===== config.mk =====
export PLATFORM = sky130hd
export DESIGN_NAME = add_2bit
export DESIGN_NICKNAME = d
export VERILOG_FILES = /design/src/rtl/add_2bit.sv
export SDC_FILE = /design/constraint.sdc
export NUM_CORES = 1
export LEC_CHECK = 0
export CORE_AREA = 4 4 41 43
export DETAILED_ROUTE_END_ITERATION = 12
export DIE_AREA = 0 0 45 47
export GPL_TIMING_DRIVEN = 0
export PLACE_DENSITY = 0.38
export SETUP_SLACK_MARGIN = 0.4
export SYNTH_ARGS = -nofsm -noshare
export SYNTH_HDL_FRONTEND = slang
export SYNTH_SLANG_ARGS = --single-unit

===== constraint.sdc =====
create_clock -name clk -period 1.2 [get_ports clk]
set_input_delay 0.18 -clock clk [delete_from_list [all_inputs] [get_ports clk]]
set_output_delay 0.18 -clock clk [all_outputs]
set_load 0.005 [all_outputs]

===== src/rtl/add_2bit.sv =====
// Registered ripple-carry adder: {c_out, sum} = a + b + carry-in, one cycle latency.
// Optional ADD2BIT_CARRY_CHAIN_EN adds a chain input that feeds the previous carry-out back in.
module add_2bit #(
    parameter int WIDTH = 2
) (
    input  logic             clk,
    input  logic             rst_n,
    input  logic             in_valid,
    input  logic [WIDTH-1:0] a,
    input  logic [WIDTH-1:0] b,
    input  logic             c_in,
`ifdef ADD2BIT_CARRY_CHAIN_EN
    input  logic             chain,
`endif
    output logic [WIDTH-1:0] sum,
    output logic             c_out,
    output logic             out_valid
);

    logic [WIDTH-1:0] sum_q, sum_d;
    logic             c_out_q, c_out_d;
    logic             out_valid_q, out_valid_d;

    logic             carry_in_eff;
    logic [WIDTH:0]   carry;
    logic [WIDTH-1:0] sum_comb;

    // The chained carry is simply the held c_out: it only changes on accepted operations.
`ifdef ADD2BIT_CARRY_CHAIN_EN
    assign carry_in_eff = chain ? c_out_q : c_in;
`else
    assign carry_in_eff = c_in;
`endif

    always_comb begin
        // NOTE: every variable gets a default first so no path can infer a latch.
        carry    = '0;
        sum_comb = '0;
        carry[0] = carry_in_eff;
        for (int i = 0; i < WIDTH; i++) begin
            sum_comb[i]  = a[i] ^ b[i] ^ carry[i];
            carry[i+1]   = (a[i] & b[i]) | (a[i] & carry[i]) | (b[i] & carry[i]);
        end
    end

    always_comb begin
        sum_d       = sum_q;
        c_out_d     = c_out_q;
        out_valid_d = in_valid;
        if (in_valid) begin
            sum_d   = sum_comb;
            c_out_d = carry[WIDTH];
        end
    end

    always_ff @(posedge clk or negedge rst_n) begin
        if (!rst_n) begin
            sum_q       <= '0;
            c_out_q     <= 1'b0;
            out_valid_q <= 1'b0;
        end else begin
            // NOTE: non-blocking assignments keep every register sampling pre-edge values.
            sum_q       <= sum_d;
            c_out_q     <= c_out_d;
            out_valid_q <= out_valid_d;
        end
    end

    assign sum       = sum_q;
    assign c_out     = c_out_q;
    assign out_valid = out_valid_q;

endmodule


==> run_results.csv, run 1 <==
group,metric,value,unit
routing,via_count,177,
placed_design,pre_cts_ws,-672.3,ps
routing,drt_iter0_markers,0,
yosys,synth.distinct_cells,6,
routing,drc,0,
routing,drtAntennaViolNets,0,
clocking,cts_buffer_depth,2,
clocking,ctsHtreeMaxLevel,1,
sta,fin_crit,1097,ps
cells_and_area,fillCellCount,158,
cells_and_area,nNetsFinal,46,
worst_setup_path,r2r_slack,430,ps
clocking,hold_buffers,0,
power,power.leakage,0.1883,nW
worst_setup_path,arrival,1210,ps
floorplanning,start_util,0.1500,
global_routing,grt-ovfl-total,0,
floorplanning,coreArea,1301,um2
sta,hold_viol,0,
cells_and_area,drive_gt1_frac,0.5294,
sta,maxSlewHeadroom,0.8515,
global_routing,track_usage,0.05556,
floorplanning,die_h,47,um
worst_setup_path,r2r-end,"sum[1]",
yosys,ys_warn_count,0,
worst_setup_path,r2r.worst_path.cells,3,
yosys,syn_area,195.2,um2
routing,routedWlPerCell,9.673,um
yosys,syn-num-nets,27,
sta,worst_hold_slack,149.6,ps
flow_run,drv_cap,0,
clocking,numClockSinks,4,
yosys,avgSynthCellArea,11.48,um2
floorplanning,fp.dieW,45,um
routing,drt_pass1_iterations,1,
clocking,cts_tree,"yes",
sta,rsz0062_at_grt,"yes",
routing,wirelength,474,um
worst_setup_path,crit_required,1310,ps
cells_and_area,synthToLayoutAreaGrowth,79.49,%
sta,period_share,0.9141,
cells_and_area,final_cell_mix,"6 x buf_2, 4 x dfrtp_1",
yosys,yosysSeqAreaShare,0.5128,
sta,drv_slew,0,
sta,worst_slack,103.1,ps
sta,max_freq,0.9117,GHz
clocking,clk_pin_slew,40,ps
power,irDropWorstVdd,456.9,uV
outcome,status,"completed",
sta,skew,0,ps
floorplanning,die_area,2115,um2
sta,setup_viol,0,
global_routing,grt_pass1_vias,196,
hold_path,hold_class,"input port to asynchronous set/reset pin",
cells_and_area,final_common_cell,"buf_2",
yosys,syn_inst,17,
global_routing,antenna_found_initial,0,
placed_design,io_buffers,11,
floorplanning,io_pins,12,
cells_and_area,num_antenna_cells,0,
power,powerDensity,1263,nW/um2
floorplanning,rows,13,
worst_setup_path,start_kind,"input port",
cells_and_area,final_core_util,0.2692,
worst_setup_path,critPathKind,"input port to register",
worst_setup_path,reg2reg_from,"sum[1]",
routing,vias_per_cell,3.612,
worst_setup_path,path_max_fanout,1,
worst_setup_path,end_kind,"register",
placed_design,dp_cells,43,
global_routing,grt_start_max_net_pins,6,
global_routing,grt_pass1_wl,738,um
sta,max_slew.worst_pin.slew,222.8,ps
yosys,synth-seq-cells,4,
clocking,clock_latency,240,ps
cells_and_area,layout.cells.non_filler,49,
placed_design,gp_congestion,0.6278,
clocking,cts_buffers,3,
clocking,cts_root_buf,"clkbuf_4",
-- layout make-up --
type                            count  area [um2]  area share
Sequential cell                     4       100.1      0.2857
Tap cell                           15       18.77     0.05357
Multi-Input combinational cell      6       71.32      0.2036
Timing Repair Buffer               14       103.9      0.2964
Inverter                            7       33.78     0.09643
Clock buffer                        3       22.52     0.06429
-- synthesized netlist by cell type, drive strengths merged --
cell type  count  area, um2
a21oi          1      5.000
inv            7      26.28
fa             2      40.04
nor2           1      3.750
dfrtp          4      100.1
mux2i          2      20.02
-- critical path, cell delays in order --
cell     delay (ps)
buf_8            80
inv_8            20
fa_2            370
fa_1            490
a21oi_1          60
-- metrics by stage --
stage / total power, mW / cell area, um2 / TNS (ps)
after floorplan: 0.1983 / 205.2 / -34.97
after global placement: 0.2723 / 334.1 / -1564
after detailed placement: 0.2757 / 334.1 / -1617
after CTS: 0.4400 / 335.3 / 0
after global routing: 0.4744 / 350.3 / 0
final: 0.4424 / 350.3 / 0
-- how the worst max path moves through the flow --
stage | start | to | slack (ps) | cells past startpoint
finish | c_in | sum[1] | 100 | 5
global route | c_in | sum[1] | 90 | 5
CTS | c_in | sum[1] | 100 | 5
detailed placement | c_in | sum[1] | -670 | 5
global placement | c_in | sum[1] | -660 | 5
floorplan | c_in | sum[1] | -30 | 4
-- registers in the layout, indices dropped and copies added, names as in the netlist --
signal and flops:
sum 2, c_out 1, out_valid 1
-- kinds of logic after synthesis --
logic type	share of synthesized area
compound gates	0.02562
buf+inv	0.1346
mux	0.1026
fa+ha+maj	0.2051
flops	0.5128
simple gates	0.01921
-- per-layer routing --
layer / vias to the layer above / share of wire / GRT usage
met4: 0 / 0 / 0.05263
met5: - / 0 / 0
met2: 10 / 0.51 / 0.08757
met3: 0 / 0.13 / 0.04215
li1: 83 / - / -
met1: 84 / 0.36 / 0.04378
-- report_power, final --
group          leakage (nW)  internal (mW)  switching [mW]
combinational         0.128         0.0657          0.0434
sequential           0.0460          0.154         0.00804
clock                0.0138          0.112          0.0588
total                 0.188          0.332           0.110
-- timing repair --
action,in CTS,in global routing
endpoints found under the hold margin,0,0
setup buffers,1,2
gates cloned,0,0
gates resized for setup,35,0
pin swaps,3,0
endpoints found under the setup margin,7,7
Power figures use the tool's default switching activity.
==> run 2, diff against run 1 <==
- ABC_CLOCK_PERIOD_IN_PS: default -> 1200
==> results of run 2 <==
No change in the layout: final DEF, timing and power equal those of run 1.
==> patch: new RTL, settings of run 2 <==
Change the parameter `WIDTH` from 2 to 3.
--- a/src/rtl/add_2bit.sv
+++ b/src/rtl/add_2bit.sv
@@ -2,5 +2,5 @@
 // Optional ADD2BIT_CARRY_CHAIN_EN adds a chain input that feeds the previous carry-out back in.
 module add_2bit #(
-    parameter int WIDTH = 2
+    parameter int WIDTH = 3
 ) (
     input  logic             clk,
Interface: changed (resized a, b and sum); port bits go from 12 to 15. The function was not compared with the original's and may differ.
==> patch against run 2 <==
  * The run now ends with setup timing left
  * Synthesized cell count rose by 29%
  * Area after synthesis rose by 37%
  * Via count rose by 15%
  * Maximum frequency fell by 19%
  * Routed wire length rose by 4.2%
  * Worst setup slack got worse by 260 ps
  * Power rose by 23%
  * Global-route usage rose by 0.34 points
  * Die area did not move
  * Sequential cell count rose by 1
  * Design area rose by 27%
  * Critical path type unchanged
==> patch: results (changes against run 2) <==
| Metric | Value |
|---|---|
| Vias in the first global route | 210 (+7.1%) |
| Post-Place Cell Area | 439.2 µm² (+31%) |
| Placed Instances | 51 (+19%) |
| Leakage | 0.2386 nW (+27%) |
| Fraction of synthesized area in multiplexers | 0.1682 (+0.06566) |
| Synthesized net count | 35 (+30%) |
| Post-Route WL | 494 µm (+4.2%) |
| Top cells by count, synth | 10 x inv_1, 5 x dfrtp_1, 3 x fa_1, 3 x mux2i_1, 1 x mux2_4 |
| Xor and xnor area share after synthesis | 0 (unchanged) |
| Distinct cells, synth | 5 (-1) |
| Switching power | 132.1 µW (+20%) |
| Sequential area share after synthesis | 0.4673 (-0.04553) |
| Status | complete, but fails checks |
| CP arrival | 1470 ps (+260 ps) |
| Pre-CTS WS | -957.9 ps (-285.6 ps) |
| Finished Layout Cells | 56 (+14%) |
| Setup ws final | -155.6 ps (-258.7 ps) |
| Vias after detailed routing | 203 (+15%) |
| Adder-cell share of the synthesized area | 0.2243 (+0.01917) |
| Failing checks | setup timing |
| Final setup violation count | 3 (+3) |
| PortBufs | 14 (+3) |
| Compound-Gate Fraction of Synth Area | 0 (-0.02564) |
| Critical Path Max Stage Delay | 470 ps (-20 ps) |
| Filler cell count in the final layout | 147 (-7.0%) |
| Slew margin rel. | 0.8322 (-0.01930) |
| Synth area leaders | dfrtp_1 47%, fa_1 22%, inv_1 14% |
| First-pass GRT wire length | 814 µm (+10%) |
| Max FFs per register | 3 (+1) |
| Total GRT Usage | 0.05892 (+0.003362) |
| Maximum VDD drop | 0.0002335 V (-49%) |
| Share of cells above drive strength 1 | 0.4878 (-0.04161) |
patch: worst paths after layout:
check                              start   endpoint  slack [ps]  cells after the start
worst max-delay path                c_in     sum[2]        -160                      8
worst min-delay path               rst_n     sum[0]         160                      1
worst max register to register    sum[1]     sum[1]         340                      2
worst min register to register     c_out      c_out         510                      2
max in group asynchronous          rst_n     sum[2]         850                      1
min in group clk                in_valid  out_valid         330                      1
patch: layout make-up:
type                            instances  area, µm²  share of cell area
Sequential cell                         5      125.1              0.2809
Inverter                               10      45.04              0.1011
Tap cell                               15      18.77             0.04213
Multi-Input combinational cell          7      110.1              0.2472
Timing Repair Buffer                   15      120.1              0.2697
Clock buffer                            4      26.28             0.05899
patch: power by group through the flow:
stage | clock network [mW] | logic [mW] | registers, mW
3_5_place_dp | 0 | 0.167 | 0.215
3_3_place_gp | 0 | 0.165 | 0.214
6_report | 0.189 | 0.143 | 0.210
5_1_grt | 0.213 | 0.159 | 0.213
2_1_floorplan | 0 | 0.0555 | 0.218
4_1_cts | 0.203 | 0.146 | 0.211
patch: layer usage:
metal | vias to the layer above | wire length (µm) | GRT usage | share of wire
li1 | 99 | - | - | -
met1 | 89 | 181 | 0.06512 | 0.37
met2 | 13 | 220 | 0.07345 | 0.45
met3 | 2 | 72 | 0.007663 | 0.15
met4 | 0 | 19 | 0.1053 | 0.038
met5 | - | 0 | 0 | 0
patch: timing repair:
action,in CTS,in global routing
resized for setup,39,1
buffers inserted,1,0
pin swaps,3,0
hold buffers,0,0
gates cloned,0,0
endpoints found under the setup margin,9,8
patch: metrics by stage:
step | TNS, ps | hold slack, ps
floorplan | -721.9 | -115.6
global placement | -2931 | 415.7
detailed placement | -2988 | 422.4
CTS | -292.2 | 162.9
global route | -381.0 | 181.8
finish | -295.4 | 161.6
